**config.mk**
```make
export PLATFORM = sky130hd
export DESIGN_NAME = clmul_seq
export DESIGN_NICKNAME = d
export VERILOG_FILES = /design/src/rtl/clmul_seq.sv
export SDC_FILE = /design/constraint.sdc
export NUM_CORES = 1
export LEC_CHECK = 0
export ABC_CLOCK_PERIOD_IN_PS = 11050
export BUFFER_PORTS_ARGS = -buffer_cell sky130_fd_sc_hd__buf_4
export CELL_PAD_IN_SITES_DETAIL_PLACEMENT = 1
export CELL_PAD_IN_SITES_GLOBAL_PLACEMENT = 2
export CORE_AREA = 2 2 152 191
export CTS_CLUSTER_SIZE = 24
export DETAILED_ROUTE_END_ITERATION = 16
export DIE_AREA = 0 0 154 193
export PLACE_DENSITY_LB_ADDON = 0.1
export SKIP_LAST_GASP = 1
export SLEW_MARGIN = 0
export SYNTH_ARGS = -nofsm -noshare
export SYNTH_HDL_FRONTEND = slang
export SYNTH_SLANG_ARGS = --single-unit
```
**constraint.sdc**
```tcl
create_clock -name clk -period 11.05 [get_ports clk]
set_clock_uncertainty 0.15 [all_clocks]
set_input_delay 0.5525 -clock clk [delete_from_list [all_inputs] [get_ports clk]]
set_output_delay 0.5525 -clock clk [all_outputs]
set_load 0.1 [all_outputs]
```
**src/rtl/clmul_seq.sv**
```systemverilog
// Multi-cycle carry-less multiplier (clmul / clmulh / clmulr), STEP multiplier bits per cycle.
// Optional early termination on an exhausted multiplier: define CLMUL_SEQ_EARLYOUT_EN.
module clmul_seq #(
  parameter int WIDTH = 32,
  parameter int STEP  = 4
) (
  input  logic             clk,
  input  logic             reset,
  input  logic             InValid,
  output logic             InReady,
  input  logic [WIDTH-1:0] A,
  input  logic [WIDTH-1:0] B,
  input  logic [2:0]       Funct3,
  input  logic             Flush,
  output logic             OutValid,
  input  logic             OutReady,
  output logic             Busy,
  output logic [WIDTH-1:0] Result
);

  localparam int N  = WIDTH / STEP;
  localparam int CW = (N > 1) ? $clog2(N) : 1;

  // Handshake: a transfer happens on an edge where valid and ready are both high
  // and Flush is low; valid-side payload must be stable while valid waits on ready.
  typedef enum logic [1:0] {S_IDLE, S_BUSY, S_DONE} state_t;

  state_t              state, state_nx;
  logic [2*WIDTH-1:0]  areg, acc, acc_step;
  logic [WIDTH-1:0]    breg, breg_shift;
  logic [CW-1:0]       count;
  logic [2:0]          opreg;
  logic                last;

  always_comb begin
    acc_step = acc;
    for (int i = 0; i < STEP; i++) begin
      if (breg[i]) acc_step = acc_step ^ (areg << i);
    end
  end

  assign breg_shift = breg >> STEP;

`ifdef CLMUL_SEQ_EARLYOUT_EN
  assign last = (count == CW'(N - 1)) || (breg_shift == '0);
`else
  assign last = (count == CW'(N - 1));
`endif

  always_ff @(posedge clk or posedge reset) begin
    if (reset) state <= S_IDLE;
    else       state <= state_nx;
  end

  always_comb begin
    state_nx = state;
    InReady  = 1'b0;
    OutValid = 1'b0;
    Busy     = 1'b0;
    case (state)
      S_IDLE: begin
        InReady = 1'b1;
        if (InValid) state_nx = S_BUSY;
      end
      S_BUSY: begin
        Busy = 1'b1;
        if (last) state_nx = S_DONE;
      end
      S_DONE: begin
        Busy     = 1'b1;
        OutValid = 1'b1;
        if (OutReady) state_nx = S_IDLE;
      end
      default: state_nx = S_IDLE;
    endcase
    if (Flush) state_nx = S_IDLE;
  end

  // Flush only redirects the FSM; datapath registers keep their contents.
  always_ff @(posedge clk or posedge reset) begin
    if (reset) begin
      areg  <= '0;
      breg  <= '0;
      acc   <= '0;
      count <= '0;
      opreg <= '0;
    end else if (!Flush) begin
      if (state == S_IDLE && InValid) begin
        areg  <= {{WIDTH{1'b0}}, A};
        breg  <= B;
        acc   <= '0;
        count <= '0;
        opreg <= Funct3;
      end else if (state == S_BUSY) begin
        acc   <= acc_step;
        areg  <= areg << STEP;
        breg  <= breg_shift;
        count <= count + 1'b1;
      end
    end
  end

  always_comb begin
    case (opreg)
      3'b001:  Result = acc[WIDTH-1:0];
      3'b011:  Result = acc[2*WIDTH-1:WIDTH];
      3'b010:  Result = acc[2*WIDTH-2:WIDTH-1];
      default: Result = '0;
    endcase
  end

endmodule

```
==> qor.yml <==
run_status:
  status: "completed"
sta:
  finalSetupTns_ns: 0
  whs_ns: 0.118
  final_max_slew_viol_count: 0
  tightest_slew_ns: 1.19
  setup_viol: 0
  slew_headroom_pct: 20.9
  rsz0062_at_grt: "false"
  post-route-period-util_pct: 29.6
  min_period_ns: 3.28
  hold_violations: 0
  max_freq_mhz: 305
clocking:
  clkSlewWorstSetupHoldPaths_ns: 0.07
  insertion_delay_ns: 0.44
  cts_tree: "done"
  cts_buffer_depth: 2
  clock-sinks: 168
  post_cts_buffers: 0
  cts_hold_buf: 0
  numCtsBuffers: 17
  htreeDepth: 4
  cts-root-buf: "clkbuf_16"
  post_cts_resized: 0
worst_setup_path:
  path_class: "flop to output port"
  worst_ep_required_time_ns: 10.35
  critical_path_arrival_ns: 2.57
  startpoint_type: "flop"
  crit_path_end_kind: "output port"
  critical_path_peak_fanout: 66
die:
  die-width_um: 154
  io_pins: 107
  core_sq_mm: 0.0281
  die_h_um: 193
  rows: 69
  dieArea_sq_mm: 0.0297
  start_util_pct: 38.2
global_route:
  antenna_found_initial: 0
  track_usage_pct: 21.9
  gr-total-overflow: 0
  grt_pass1_wl_mm: 52.1
  grt_pass1_vias: 9459
  grt_max_degree: 115
logic_synthesis:
  synthTopCellsByArea: "dfrtp_1 39%, xnor2_1 12%, nand2_1 12%"
  synth_largest_area_cell: "dfrtp_1"
  synth.top_cells.by_count: "332 x nand2_1, 168 x dfrtp_1, 147 x xnor2_1"
  seq_area_frac_synth_pct: 39.2
  async_flop_share_pct: 100
  yosysUniqueCellTypes: 29
  synthCells: 1275
  synthFlopType: "dfrtp_1"
  ys_ff_latch: 168
  yosysWarnings: 0
  avgSynthCellArea_sq_um: 8.41
  synth_edf_count: 0
  yosys.cell_count.top_type: "nand2_1"
  syn-num-nets: 1353
  synth_top_area_share_pct: 39.2
  syn_area_sq_mm: 0.0107
final_layout:
  layout-drive-gt1-share_pct: 12.5
  antennaDiodeCount: 0
  fin_area_sq_mm: 0.0123
  seqCellArea_sq_mm: 0.00421
  final_util_pct: 43.9
  area_growth_syn_to_layout_pct: 14.8
  fin_nets: 1398
  nFillCells: 3325
  multi_input_area_sq_mm: 0.00603
pwr:
  p_int_mw: 1.65
  switching_share_pct: 48.0
  p_clk_share_pct: 20.1
  p_per_area_mw_per_mm2: 258
  p_seq_share_pct: 33.1
  p_sw_mw: 1.52
  ir_worst_vdd_uv: 247
  total_power_mw: 3.17
  power_frac_comb_pct: 46.9
  total_leakage_power_nw: 4.90
min_path:
  min_path_type: "input port to async pin"
placement:
  detailed_place.area_sq_mm: 0.0117
  port_buffers: 106
  gp_congestion: 0.719
  hpwl_mm: 20.1
detailed_routing:
  routed_wl_mm: 31.4
  routed_via_density: 5.30
  drtAntennaViolNets: 0
  dr_wl_met3_um: 893
  wl_met2_mm: 14.9
  wl_met1_mm: 15.2
  drt_iter0_markers: 548
  drtPass1Iterations: 4
  routedWlPerCell_um: 18.6
  vias: 8945
  route.top_layer_used: "met4"
  remaining_drc_errors: 0
flow_run:
  cap_violations: 0
-- through the flow --
| stage | setup slack, ns | instances |
|---|---|---|
| finish | 7.77 | 1688 |
| global route | 7.64 | 1688 |
| CTS | 7.77 | 1688 |
| detailed placement | 7.88 | 1656 |
| global placement | 7.96 | 1656 |
| floorplan | 5.80 | 1275 |
-- worst max-delay path: stages, from the launching register on --
cell,delay (ns)
dfrtp_2,0.34
buf_4,0.54
nor2b_1,0.21
buf_4,0.29
a22oi_1,0.14
nor2_1,0.23
buf_4,0.34
-- layout make-up --
class,instances,area share [%]
Multi-Input combinational cell,983,48.9
Sequential cell,168,34.2
Timing Repair Buffer,121,7.38
Tap cell,355,3.61
Clock buffer,19,3.60
Clock inverter,13,1.36
Inverter,29,0.925
-- cell usage in the layout, fill, tap and decap left out, types with 39 or more instances in the layout --
master      n
o21ai_0    84
a21oi_1    73
buf_4     121
dfrtp_1   163
nand2_1   332
nor2b_1    40
a22o_1     42
xor2_1     40
mux2i_1    66
o211ai_1   39
xnor2_1   147
-- logic make-up (layout without fill, tap and decap cells) --
logic type	Yosys count	count (layout)	synth area share (%)
fa+ha+maj	6	6	0.700
flops	168	168	39.2
simple gates	428	428	16.6
mux	70	70	6.58
buf+inv	124	182	4.87
compound gates	292	292	16.8
xor+xnor	187	187	15.3
-- flip-flops by register name, indices dropped and copies added (netlist names) --
name,cells
breg,32
count,3
areg,64
opreg,3
acc,64
state,2
-- path summary, 6_finish.rpt --
check,startpoint,end,slack [ns],cells past startpoint
worst max-delay path,opreg[1],Result[29],7.77,6
worst min-delay path,reset,areg[58],0.12,2
worst max register to register,state[1],acc[1],7.91,8
worst min register to register,breg[7],breg[7],0.33,2
max in group asynchronous,reset,breg[3],9.42,3
min in group clk,A[1],areg[1],0.18,2
-- layer usage --
| metal | vias up | GRT usage [%] |
|---|---|---|
| li1 | 4338 | - |
| met1 | 4461 | 29.6 |
| met2 | 120 | 36.9 |
| met3 | 26 | 3.89 |
| met4 | 0 | 4.92 |
| met5 | - | 0 |
-- power groups by stage --
stage	clock, mW	combinational, mW	sequential [mW]
finish	0.638	1.49	1.05
global route	0.677	1.64	1.09
CTS	0.657	1.50	1.06
detailed placement	0	1.50	1.07
global placement	0	1.47	1.06
floorplan	0	1.21	0.942
Power figures use the tool's default switching activity.
